--- src/rtl/filter_frame_arbiter.sv ---
// rtl/filter_frame_arbiter.sv - frame-granularity round-robin sharing of one window filter between two pixel sources
// Optional per-destination frame counters are enabled by FILTER_FRAME_ARB_STATS_EN.

module filter_frame_arbiter #(
  parameter int DWIDTH_IN  = 8,
  parameter int DWIDTH_OUT = 8,
  parameter int IMG_WIDTH  = 720,
  parameter int IMG_HEIGHT = 540,
  parameter int TAG_DEPTH  = 4
) (
  input  logic                  clock,
  input  logic                  reset,
  output logic                  src0_rd_en,
  input  logic [DWIDTH_IN-1:0]  src0_dout,
  input  logic                  src0_empty,
  output logic                  src1_rd_en,
  input  logic [DWIDTH_IN-1:0]  src1_dout,
  input  logic                  src1_empty,
  output logic                  flt_in_wr_en,
  output logic [DWIDTH_IN-1:0]  flt_in_din,
  input  logic                  flt_in_full,
  output logic                  flt_out_rd_en,
  input  logic [DWIDTH_OUT-1:0] flt_out_dout,
  input  logic                  flt_out_empty,
  output logic                  dst0_wr_en,
  output logic [DWIDTH_OUT-1:0] dst0_din,
  input  logic                  dst0_full,
  output logic                  dst1_wr_en,
  output logic [DWIDTH_OUT-1:0] dst1_din,
  input  logic                  dst1_full,
  output logic                  busy,
`ifdef FILTER_FRAME_ARB_STATS_EN
  output logic [15:0]           frames_done0,
  output logic [15:0]           frames_done1,
  output logic                  cur_src
`else
  output logic                  cur_src
`endif
);

  localparam int PIXELS = IMG_WIDTH * IMG_HEIGHT;
  localparam int CW     = (PIXELS > 1) ? $clog2(PIXELS) : 1;
  localparam int AW     = $clog2(TAG_DEPTH);
  localparam int PW     = AW + 1;
  localparam logic [CW-1:0] LAST_PIX = CW'(PIXELS - 1);

  typedef enum logic {IDLE, STREAM} state_t;

  state_t               state_q;
  logic                 cur_src_q;
  logic                 last_served_q;
  logic [CW-1:0]        in_count_q;
  logic [CW-1:0]        out_count_q;
  logic [PW-1:0]        wr_ptr_q;
  logic [PW-1:0]        rd_ptr_q;
  logic [TAG_DEPTH-1:0] tag_mem_q;

  logic tag_empty, tag_full, grant_valid, grant_src;
  logic in_xfer, head, head_full, out_xfer, tag_pop;

  always_comb begin
    tag_empty   = (wr_ptr_q == rd_ptr_q);
    tag_full    = (wr_ptr_q[AW-1:0] == rd_ptr_q[AW-1:0]) && (wr_ptr_q[AW] != rd_ptr_q[AW]);
    grant_valid = (state_q == IDLE) && !tag_full && (!src0_empty || !src1_empty);
    // A lone requester wins outright; on a tie the source not served last wins.
    grant_src   = (!src0_empty && !src1_empty) ? ~last_served_q : src0_empty;
    in_xfer     = (state_q == STREAM) && !(cur_src_q ? src1_empty : src0_empty) && !flt_in_full;
    head        = tag_mem_q[rd_ptr_q[AW-1:0]];
    head_full   = head ? dst1_full : dst0_full;
    out_xfer    = !tag_empty && !flt_out_empty && !head_full;
    tag_pop     = out_xfer && (out_count_q == LAST_PIX);
  end

  assign src0_rd_en    = in_xfer & ~cur_src_q;
  assign src1_rd_en    = in_xfer & cur_src_q;
  assign flt_in_wr_en  = in_xfer;
  assign flt_in_din    = !in_xfer ? '0 : (cur_src_q ? src1_dout : src0_dout);
  assign flt_out_rd_en = out_xfer;
  assign dst0_wr_en    = out_xfer & ~head;
  assign dst1_wr_en    = out_xfer & head;
  assign dst0_din      = dst0_wr_en ? flt_out_dout : '0;
  assign dst1_din      = dst1_wr_en ? flt_out_dout : '0;
  assign busy          = (state_q == STREAM) || !tag_empty;
  assign cur_src       = cur_src_q;

  always_ff @(posedge clock or posedge reset) begin
    if (reset) begin
      state_q       <= IDLE;
      cur_src_q     <= 1'b0;
      last_served_q <= 1'b1;
      in_count_q    <= '0;
    end else begin
      case (state_q)
        IDLE: begin
          if (grant_valid) begin
            cur_src_q  <= grant_src;
            in_count_q <= '0;
            state_q    <= STREAM;
          end
        end
        STREAM: begin
          if (in_xfer) begin
            in_count_q <= in_count_q + CW'(1);
            if (in_count_q == LAST_PIX) begin
              last_served_q <= cur_src_q;
              state_q       <= IDLE;
            end
          end
        end
        default: state_q <= IDLE;
      endcase
    end
  end

  // Tag FIFO carries frame ownership across the filter latency; the output side is independent of the FSM.
  always_ff @(posedge clock or posedge reset) begin
    if (reset) begin
      wr_ptr_q    <= '0;
      rd_ptr_q    <= '0;
      out_count_q <= '0;
      tag_mem_q   <= '0;
    end else begin
      if (grant_valid) begin
        tag_mem_q[wr_ptr_q[AW-1:0]] <= grant_src;
        wr_ptr_q                    <= wr_ptr_q + PW'(1);
      end
      if (out_xfer) begin
        out_count_q <= tag_pop ? '0 : out_count_q + CW'(1);
      end
      if (tag_pop) begin
        rd_ptr_q <= rd_ptr_q + PW'(1);
      end
    end
  end

`ifdef FILTER_FRAME_ARB_STATS_EN
  logic [15:0] done0_q, done1_q;

  always_ff @(posedge clock or posedge reset) begin
    if (reset) begin
      done0_q <= '0;
      done1_q <= '0;
    end else if (tag_pop) begin
      if (head) begin
        done1_q <= done1_q + 16'd1;
      end else begin
        done0_q <= done0_q + 16'd1;
      end
    end
  end

  assign frames_done0 = done0_q;
  assign frames_done1 = done1_q;
`endif

endmodule

--- config.mk ---
export PLATFORM = sky130hd
export DESIGN_NAME = filter_frame_arbiter
export DESIGN_NICKNAME = d
export VERILOG_FILES = /design/src/rtl/filter_frame_arbiter.sv
export SDC_FILE = /design/constraint.sdc
export NUM_CORES = 1
export LEC_CHECK = 0
export ABC_AREA = 1
export CAP_MARGIN = 10
export CORE_MARGIN = 1.5
export CORE_UTILIZATION = 41
export DETAILED_ROUTE_END_ITERATION = 8
export PLACE_DENSITY = 0.77
export SYNTH_ARGS = -nofsm -noshare
export SYNTH_HDL_FRONTEND = slang
export SYNTH_SLANG_ARGS = --single-unit
--- constraint.sdc ---
create_clock -name clock -period 2.4 [get_ports clock]
set_input_delay 0.24 -clock clock [delete_from_list [all_inputs] [get_ports clock]]
set_output_delay 0.24 -clock clock [all_outputs]
set_load 0.02 [all_outputs]
---- After elaboration in Yosys (flattened, before gate mapping) ----
Index checks and enable logic that the tools add are counted.
Widths: inputs -> output; s select.
operators by class
  add/subtract/negate cells ............... 4
  $lt $le $gt $ge ......................... 3
  equal/unequal tests ..................... 7
  multiplexer cells ....................... 20
  bitwise logic cells ..................... 8
  reduce and logical (&&, ||, !) cells .... 23
operator list
  cell                   number
  $mux 19                3
  $add 19x1->19 const B  2
  $eq 19x19->1 const B   2
  $pmux 19 s2            1
  $mux 8                 4
  $logic_and 1x1->1      10
  $logic_not 1->1        8
  $mux 1                 8
  $add 3x1->3 const B    2
  $lt 2x3->1 const B     2
  $and 1x1->1            4
  $bwmux 4               1
  $not 1->1              4
  $reduce_and 2->1       2
  $eq 3x3->1             1
  $reduce_and 3->1       1
  $bmux 1 s2             1
  $demux 1 s2            1
  $eq 2x2->1             1
  $ge 2x1->1 const B     1
  $logic_or 1x1->1       2
  $ne 2x1->1 const B     1
  $ne 2x2->1 const B     1
  $pmux 1 s2             1
  $ne 1x1->1             1
word-level totals
  register bits after elaboration ......... 51
  input port bits ......................... 32
  output and inout port bits .............. 32
  word-level logic and storage cells ...... 73

---- Depth between registers and ports, before layout ----
Gate-level depths: netlist (run 1).
  depth in word-level cells ............... 7
  mapped depth ............................ 11
  mapped depth without buffers ............ 10

---- Worst setup path after synthesis (run 1) ----
No wires, ideal clock.
  kind .................................... flip-flop to output port
  from .................................... register cur_src_q (netlist: cur_src)
  to ...................................... output port flt_in_din[0]
  data arrival time ....................... 1.559 ns
  required time ........................... 2.160 ns
  path slack .............................. 0.601 ns
  cell stages (with the launch flop) ...... 6
  path buffers ............................ 0
  path through ............................ dfrtp_1 inv_1 nand2_1 nand3_2 nor2_2 a22o_1
between the ends
  longest elaborated chain between the ends .. 5
  elaborated cells on any way between the ends .. 6
  those cells by class .................... mux: 3; reduce/logical: 3
RTL lines
  element                          line  RTL
  from (decl)                      50    logic cur_src_q;
  from (signal assigned)           96    cur_src_q <= grant_src;
  $mux 1                           67    in_xfer = (state_q == STREAM) && !(cur_src_q ? src1_empty : src0_empty) && !flt_in_full;
  $logic_not 1->1                  67
  $logic_and 1x1->1 (2 in series)  67
  $mux 8 (*)                       77    assign flt_in_din = !in_xfer ? '0 : (cur_src_q ? src1_dout : src0_dout);
  to (decl)                        20    output logic [DWIDTH_IN-1:0] flt_in_din,
Every way passes the cells marked *; elsewhere a longest branch is shown, timed or not.

---- Final worst setup path (run 1) ----
  from .................................... register cur_src_q (netlist: cur_src)
  to ...................................... output port src0_rd_en
between the ends
  longest elaborated chain between the ends .. 5
  elaborated cells on any way between the ends .. 6
  those cells by class .................... mux: 1; bitwise: 2; reduce/logical: 3
RTL lines
  element                          line  RTL
  $mux 1                           67
  $logic_not 1->1                  67
  $logic_and 1x1->1 (2 in series)  67
  $and 1x1->1 (*)                  74    assign src0_rd_en = in_xfer & ~cur_src_q;
  to (decl)                        13    output logic src0_rd_en,
Marked as above.

==> results of run 1 <==
registers in the layout (all words and copies together) (netlist names):
signal         cells
cur_src            1
out_count_q       19
rd_ptr_q           3
tag_mem_q          4
wr_ptr_q           3
last_served_q      1
state_q            1
in_count_q        19
what timing repair did:
item	4_1_cts	5_1_grt
gates cloned	0	0
endpoints found under the hold margin	0	0
endpoints found under the setup margin	26	25
gates resized for setup	21	11
worst max-delay path, cell delays in order, from the launching register on:
cell and delay (ns):
dfrtp_2 0.44, inv_1 0.12, nand2_1 0.09, nand3_2 0.15
nor2_4 0.23, clkdlybuf4s50_1 0.65
worst max path at each step:
stage | from | end | cells after the start
after floorplan | cur_src | flt_in_din[0] | 5
after global placement | flt_in_full | flt_in_din[5] | 6
after detailed placement | src0_empty | flt_in_din[0] | 6
after CTS | rd_ptr_q[0] | flt_out_rd_en | 9
after global routing | rd_ptr_q[0] | dst0_din[2] | 10
final | cur_src | src0_rd_en | 5
synth_stat cells, types with 2 or more instances:
library cell	number	area, um2
a22o_1	8	70.1
buf_4	3	22.5
nand4_1	23	144
o21ai_0	18	90.1
inv_2	5	18.8
or2_2	3	18.8
dfrtp_1	50	1250
o21ai_1	7	35.0
ha_1	8	100
nor2_1	66	248
nor3_1	5	25.0
buf_6	2	22.5
o31ai_1	3	22.5
inv_1	51	191
o21bai_1	4	30.0
a21oi_1	6	30.0
buf_2	4	20.0
nand3_2	3	30.0
nand3_1	39	195
nand3b_1	3	22.5
nor2_2	3	18.8
xor2_1	11	96.3
nand2_1	160	601
nand2_2	5	31.3
cell type report:
type / instances / area share, %
flip-flops and latches: 51 / 30.2
multi-input cells: 376 / 43.2
inverters: 56 / 4.96
clock inverters: 2 / 0.384
repair buffers: 71 / 16.3
well taps: 102 / 3.01
clock buffers: 6 / 1.95
power by group through the flow:
stage	sequential (mW)	clock, mW	combinational, mW
after floorplan	1.30	0	0.938
after global placement	1.35	0	1.30
after detailed placement	1.36	0	1.35
after CTS	1.35	0.528	1.33
after global routing	1.40	0.561	1.49
final	1.35	0.517	1.32
kinds of logic (layout without fill, tap and decap cells):
group | count (synthesis) | in the layout | synth area share (%)
adder cells (fa/ha/maj) | 8 | 8 | 2.95
buffers and inverters | 67 | 135 | 8.68
AO/OA/AOI/OAI | 46 | 46 | 8.20
AND/OR/NAND/NOR | 310 | 310 | 39.4
flip-flops | 51 | 51 | 37.7
XOR/XNOR | 12 | 12 | 3.10
layer usage:
layer | wire, um | track usage, %
met1 | 3630 | 23.9
met2 | 4210 | 35.9
met3 | 392 | 2.59
met4 | 0 | 2.61
met5 | 0 | 0
==> run_results.csv, run 1 <==
group,metric,value,unit
status,outcome,"finished clean",
sta,worst_slew_pin_slew,0.639,ns
placement,placed_area,4120,um2
synth,synth-edff-count,0,
cts,worstSkewPairLatency,0.29,ns
die,placementRows,32,
pwr,ir_drop,0.498,mV
placement,pre_cts_ws,0.131,ns
detailed_routing,vias,3400,
critical_path,crit_type,"reg -> out",
synth,synth.distinct_cells,28,
sta,final.min_clock_period,2.21,ns
cts,clock_sinks,51,
die,core_area,7850,um2
sta,skew,0.00960,ns
detailed_routing,first_iter_violations,149,
die,dieHeight,93.9,um
critical_path,crit_path_max_fanout,9,
global_route,grt_pass1_vias,3199,
placement,dp_hpwl,6270,um
synth,syn-num-nets,534,
detailed_routing,drt-total-wl,8230,um
synth,synthCells,494,
sta,rsz0062_at_grt,"no",
global_route,antenna_found_initial,0,
critical_path,r2r_end,"rd_ptr_q[2]",
sta,finalSetupTns,0,ns
pwr,p_sw,1.35,mW
critical_path,worstRegToRegCells,8,
layout,diodes,0,
layout,final_cells,664,
global_route,gr-total-overflow,0,
placement,port_buffers,63,
cts,cts_tree,"done",
layout,final_util,54.0,%
cts,holdBufCountCts,0,
critical_path,worstPathRequired,2.16,ns
critical_path,r2r_start,"out_count_q[0]",
detailed_routing,viasPerCell,5.12,
sta,fmax,452,MHz
layout,drive_above_1_share,6.94,%
layout,ff_latch_area,1280,um2
critical_path,r2r_setup_slack,0.42,ns
pwr,power_frac_comb,41.4,%
layout,most-common-layout-cells,"160 x nand2_1, 66 x nor2_1, 50 x inv_1",
pwr,cellInternalPower,1.84,mW
pwr,clockPowerShare,16.2,%
cts,clockBufferDepth,2,
die,dieWidth,93.9,um
sta,timing.final.crit_share,92.2,%
placement,gp_congestion,0.939,
cts,cts_buffers,5,
pwr,cellPowerDensity,752,nW/um2
detailed_routing,drt_pass1_iterations,4,
layout,nFillCells,761,
sta,hold_viol,0,
sta,fin_hold_ws,0.419,ns
min_path,hold_class,"in -> async",
detailed_routing,drc,0,
pwr,p_seq_share,42.4,%
cts,h-tree-depth,2,
synth,synth-async-reset-ratio,100,%
sta,slew_viol_final,0,
synth,syn-cell-area,3390,um2
pwr,p_sw_share,42.2,%
die,start_util,43.2,%
detailed_routing,ant_nets,0,
synth,ys.flop_type,"dfrtp_1",
synth,yosysWarnings,0,
pwr,p_total,3.19,mW
pwr,p_leak,2.17,nW
cts,cts_setup_buffers,0,
sta,finalSetupViolCount,0,
layout,multiInputGateArea,1830,um2
sta,worst_slack,0.187,ns
detailed_routing,wl_per_cell,12.4,um
flow_run,cap_viol_max_count,0,
critical_path,critPathArrivalTime,1.97,ns
cts,ctsRootBufferMaster,"clkbuf_8",
critical_path,worst_setup_path_end_kind,"output port",
die,ioPinCount,64,
cts,path_clk_slew,0.09,ns
synth,yosys_register_bits,51,
layout,final_nets,601,
synth,synth_seq_area_share,37.7,%
global_route,grt_max_degree,52,
die,dieArea,8820,um2
sta,relSlewSlack,57.4,%
critical_path,cp-start-kind,"flip-flop",
placement,dp.cells,656,
global_route,grt_pass1_wl,13900,um
layout,final_area,4240,um2
layout,final_common_cell,"nand2_1",
layout,syn_to_final_growth,25.1,%
global_route,grt_usage,19.2,%
synth,syn_avg_cell_area,6.86,um2
(Power assumes the default switching activity.)
==> run 2, diff against run 1 <==
--- a/config.mk
+++ b/config.mk
@@ -9,6 +9,8 @@
 export CAP_MARGIN = 10
 export CORE_MARGIN = 1.5
 export CORE_UTILIZATION = 41
+export CTS_BUF_LIST = sky130_fd_sc_hd__clkbuf_4
+export CTS_CLUSTER_DIAMETER = 150
 export DETAILED_ROUTE_END_ITERATION = 8
 export PLACE_DENSITY = 0.77
 export SYNTH_ARGS = -nofsm -noshare
==> run_results.csv, run 2 (synthesis gave the netlist of run 1 again) <==
group,metric,value,unit
status,outcome,"finished clean",
die,dieHeight,93.9,um
layout,multiInputGateArea,1850,um2
layout,final_nets,608,
cts,cts_tree,"done",
critical_path,critPathArrivalTime,2.06,ns
pwr,p_total,3.11,mW
sta,fmax,436,MHz
pwr,cellPowerDensity,742,nW/um2
pwr,p_leak,2.07,nW
detailed_routing,drt_pass1_iterations,5,
sta,skew,0.0165,ns
critical_path,cp-start-kind,"flip-flop",
placement,dp_hpwl,6270,um
detailed_routing,wl_per_cell,12.6,um
cts,clock_sinks,51,
detailed_routing,vias,3427,
layout,diodes,0,
cts,worstSkewPairLatency,0.36,ns
sta,finalSetupTns,0,ns
global_route,gr-total-overflow,0,
layout,final_util,53.4,%
global_route,grt_usage,19.7,%
global_route,antenna_found_initial,0,
critical_path,path_cells,"inv_1 > nor2_1 > nand3_4 > nor2_4 > buf_4 > buf_4 > a22o_1 > dlygate4sd2_1",
sta,finalSetupViolCount,0,
critical_path,cp_slowest_cell,"dfrtp_1",
flow_run,cap_viol_max_count,0,
die,placementRows,32,
pwr,ir_drop,0.480,mV
cts,holdBufCountCts,0,
cts,h-tree-depth,2,
die,ioPinCount,64,
detailed_routing,drc,0,
die,dieWidth,93.9,um
layout,largestRegisters,"in_count_q (19), out_count_q (19), tag_mem_q (4)",
detailed_routing,ant_nets,0,
sta,relSlewSlack,56.8,%
critical_path,crit_family,"buffers and inverters",
cts,cts_buffers,5,
die,dieArea,8820,um2
detailed_routing,first_iter_violations,196,
critical_path,critical_path_buf_inv_count,4,
critical_path,max_stage_delay,0.38,ns
min_path,hold_class,"in -> async",
detailed_routing,viasPerCell,5.11,
critical_path,worstPathRequired,2.16,ns
layout,nFillCells,757,
layout,drive_above_1_share,10.7,%
placement,gp_congestion,0.939,
layout,final_common_cell,"nand2_1",
critical_path,crit_type,"reg -> out",
detailed_routing,drt-total-wl,8450,um
cts,ctsRootBufferMaster,"clkbuf_4",
cts,path_clk_slew,0.15,ns
placement,port_buffers,63,
sta,slew_viol_final,0,
layout,syn_to_final_growth,23.6,%
global_route,grt_pass1_wl,14200,um
critical_path,cpMostUsedCell,"buf_4",
die,start_util,43.2,%
critical_path,worst_setup_path_end_kind,"output port",
cts,clockBufferDepth,2,
global_route,grt_pass1_vias,3221,
die,core_area,7850,um2
layout,most-common-layout-cells,"160 x nand2_1, 66 x nor2_1, 49 x inv_1",
sta,final.min_clock_period,2.30,ns
sta,worst_slew_pin_slew,0.647,ns
sta,timing.final.crit_share,95.6,%
sta,hold_viol,0,
global_route,grt_max_degree,52,
critical_path,crit_path_max_fanout,7,
layout,ff_latch_area,1280,um2
## run 2: per-layer routing
layer  up-vias  wire length, um  track usage, %
met5         -                0               0
met4         0               58            2.99
met3         8              361            3.16
met2        75             4280            36.1
met1      1605             3760            24.6
li1       1739                -               -
## run 2: area by class of cell
class,count,share of cell area [%]
clock buffer,5,0.896
clock inverter,3,0.478
inverter,56,5.02
multi-input combinational,377,44.2
sequential,51,30.6
tap,102,3.05
timing repair buffer,77,15.8
## run 2: final timing paths
path,to,depth (start not counted),slack (ns),from
max,flt_in_din[0],8,0.10,state_q
min,out_count_q[12],3,0.35,reset
max reg2reg,rd_ptr_q[2],8,0.38,out_count_q[0]
min reg2reg,tag_mem_q[2],2,0.51,tag_mem_q[2]
max in group asynchronous,cur_src,3,1.60,reset
min in group clock,tag_mem_q[2],2,0.51,tag_mem_q[2]
## run 2: metrics by stage
stage                     std cells  worst slack, ns  instance area (um2)  hold slack [ns]
after floorplan                 494            0.601                 3390            0.444
after global routing            671         -0.00224                 4190            0.390
after global placement          656            0.225                 4120            0.472
final                           671            0.105                 4190            0.348
after detailed placement        656            0.131                 4120            0.475
after CTS                       668         0.000834                 4190            0.363
## run 2: tightest hold or removal path: stages
cell and delay (ns):
clkdlybuf4s50_1 0.41, inv_2 0.05, buf_4 0.51
## run 2: what timing repair did
action                                  CTS  global route
endpoints found under the hold margin     0             0
resized for setup                        28            40
endpoints found under the setup margin   28            25
pin swaps                                 2             2
cloned                                    1             0
buffers inserted                          3             3
## run 2: power by group
part | total [mW] | internal (mW) | switching (mW) | leakage [nW]
registers | 1.35 | 1.08 | 0.262 | 0.675
logic | 1.38 | 0.539 | 0.836 | 1.36
clock network | 0.389 | 0.113 | 0.276 | 0.0288
==> run 3, diff against run 2 <==
--- a/config.mk
+++ b/config.mk
@@ -12,7 +12,9 @@
 export CTS_BUF_LIST = sky130_fd_sc_hd__clkbuf_4
 export CTS_CLUSTER_DIAMETER = 150
 export DETAILED_ROUTE_END_ITERATION = 8
+export GPL_TIMING_DRIVEN = 0
 export PLACE_DENSITY = 0.77
+export SLEW_MARGIN = 20
 export SYNTH_ARGS = -nofsm -noshare
 export SYNTH_HDL_FRONTEND = slang
 export SYNTH_SLANG_ARGS = --single-unit
==> run_results.csv, run 3 (synthesis gave the netlist of run 1 again) <==
group,metric,value,unit
detailed_routing,ant_nets,0,
sta,relSlewSlack,64.9,%
layout,final_common_cell,"nand2_1",
layout,final_area,4190,um2
layout,diodes,0,
global_route,grt_max_degree,30,
global_route,grt_pass1_wl,14900,um
cts,path_clk_slew,0.15,ns
layout,final_util,53.3,%
sta,slew_viol_final,0,
detailed_routing,first_iter_violations,213,
pwr,ir_drop,0.333,mV
layout,multiInputGateArea,1850,um2
cts,cts_buffers,5,
layout,most-common-layout-cells,"160 x nand2_1, 66 x nor2_1, 50 x inv_1",
cts,holdBufCountCts,0,
pwr,p_seq_share,42.9,%
cts,ctsRootBufferMaster,"clkbuf_4",
detailed_routing,vias,3430,
critical_path,crit_type,"reg -> out",
layout,final_nets,612,
pwr,power_frac_comb,44.1,%
layout,nFillCells,764,
sta,worst_slew_pin_slew,0.526,ns
sta,finalSetupTns,0,ns
global_route,grt_pass1_vias,3324,
die,dieArea,8820,um2
critical_path,cp-start-kind,"flip-flop",
global_route,gr-total-overflow,0,
min_path,hold_class,"in -> async",
cts,worstSkewPairLatency,0.38,ns
detailed_routing,viasPerCell,5.08,
cts,clockBufferDepth,2,
status,outcome,"finished clean",
cts,cts_tree,"done",
critical_path,worst_setup_path_end_kind,"output port",
die,dieWidth,93.9,um
placement,port_buffers,63,
sta,timing.final.crit_share,92.4,%
placement,dp.cells,660,
flow_run,cap_viol_max_count,0,
cts,clock_sinks,51,
cts,h-tree-depth,2,
pwr,clockPowerShare,13.0,%
detailed_routing,wl_per_cell,12.8,um
pwr,cellInternalPower,1.77,mW
placement,placed_area,4170,um2
layout,largestRegisters,"in_count_q (19), out_count_q (19), tag_mem_q (4)",
sta,fmax,451,MHz
pwr,p_leak,2.07,nW
layout,syn_to_final_growth,23.6,%
critical_path,worstPathRequired,2.16,ns
die,dieHeight,93.9,um
global_route,grt_usage,21.1,%
sta,final.min_clock_period,2.22,ns
placement,dp_hpwl,6590,um
layout,drive_above_1_share,12.6,%
pwr,cellPowerDensity,753,nW/um2
die,core_area,7850,um2
die,start_util,43.2,%
die,ioPinCount,64,
sta,skew,0.0146,ns
critical_path,crit_path_max_fanout,9,
placement,gp_congestion,0.993,
detailed_routing,drt-total-wl,8660,um
detailed_routing,drc,0,
critical_path,critPathArrivalTime,1.98,ns
sta,hold_viol,0,
pwr,p_sw_share,43.8,%
die,placementRows,32,
layout,final_cells,675,
global_route,antenna_found_initial,0,
detailed_routing,drt_pass1_iterations,4,
sta,finalSetupViolCount,0,
pwr,p_sw,1.38,mW
layout,ff_latch_area,1280,um2
sta,fin_hold_ws,0.190,ns
[run 3: cell types whose count changed in the layout (fill, tap and decap cells not counted), sizes merged]
cell           before  now
dlymetal6s2s        4    2
clkinvlp            1    0
clkbuf             20   18
clkdlybuf4s15       2    0
clkdlybuf4s50      35   33
buf                14   30
dlygate4sd2         7    5
clkinv              2    1
[run 3: worst max-delay path: stages (launching register included)]
cell	delay (ns)
dfrtp_2	0.49
inv_2	0.11
nand2_1	0.07
nand3_2	0.07
nand2_2	0.07
nand2_1	0.05
nand2_1	0.05
nor2_2	0.13
buf_6	0.15
nand2_2	0.11
nor2_1	0.14
buf_4	0.16
[run 3: layout make-up]
cell class / instances / area share (%)
Multi-Input combinational cell: 377 / 44.1
Inverter: 56 / 5.02
Tap cell: 102 / 3.05
Clock buffer: 7 / 1.26
Timing Repair Buffer: 70 / 13.9
Clock inverter: 1 / 0.120
Buffer: 11 / 2.00
Sequential cell: 51 / 30.6
[run 3: final timing paths]
kind                                     start               to  slack, ns  cells past startpoint
worst max-delay path               rd_ptr_q[0]      dst0_din[2]       0.18                     11
worst min-delay path                     reset   out_count_q[9]       0.19                      2
worst max register to register  out_count_q[0]  out_count_q[14]       0.41                      7
worst min register to register   last_served_q    last_served_q       0.51                      2
max in group asynchronous                reset    last_served_q       1.59                      3
min in group clock               last_served_q    last_served_q       0.51                      2
[run 3: routing by layer]
| metal | track usage [%] | share of wire (%) | vias to the layer above | wire [um] |
|---|---|---|---|---|
| met3 | 5.10 | 6.1 | 14 | 528 |
| met1 | 26.2 | 44 | 1583 | 3770 |
| met2 | 36.9 | 49 | 88 | 4240 |
| met4 | 4.85 | 1.5 | 0 | 127 |
| li1 | - | - | 1745 | - |
| met5 | 0 | 0 | - | 0 |
[run 3: power by group through the flow]
stage | sequential, mW | clock [mW] | combinational, mW
2_1_floorplan | 1.30 | 0 | 0.938
3_3_place_gp | 1.34 | 0 | 1.36
3_5_place_dp | 1.35 | 0 | 1.42
4_1_cts | 1.35 | 0.422 | 1.40
5_1_grt | 1.39 | 0.467 | 1.56
6_report | 1.35 | 0.409 | 1.39
[run 3: repair_timing]
item | CTS | global route
gates cloned | 1 | 0
endpoints found under the setup margin | 29 | 25
gates resized for setup | 61 | 36
setup buffers | 4 | 2
pin swaps | 3 | 1
[run 3: through the flow]
step                      setup WS, ns  power [mW]
after floorplan                  0.601        2.24
after global placement         -0.0868        2.71
after detailed placement       -0.0485        2.77
after CTS                     0.000269        3.17
after global routing          -0.00219        3.42
final                            0.183        3.15
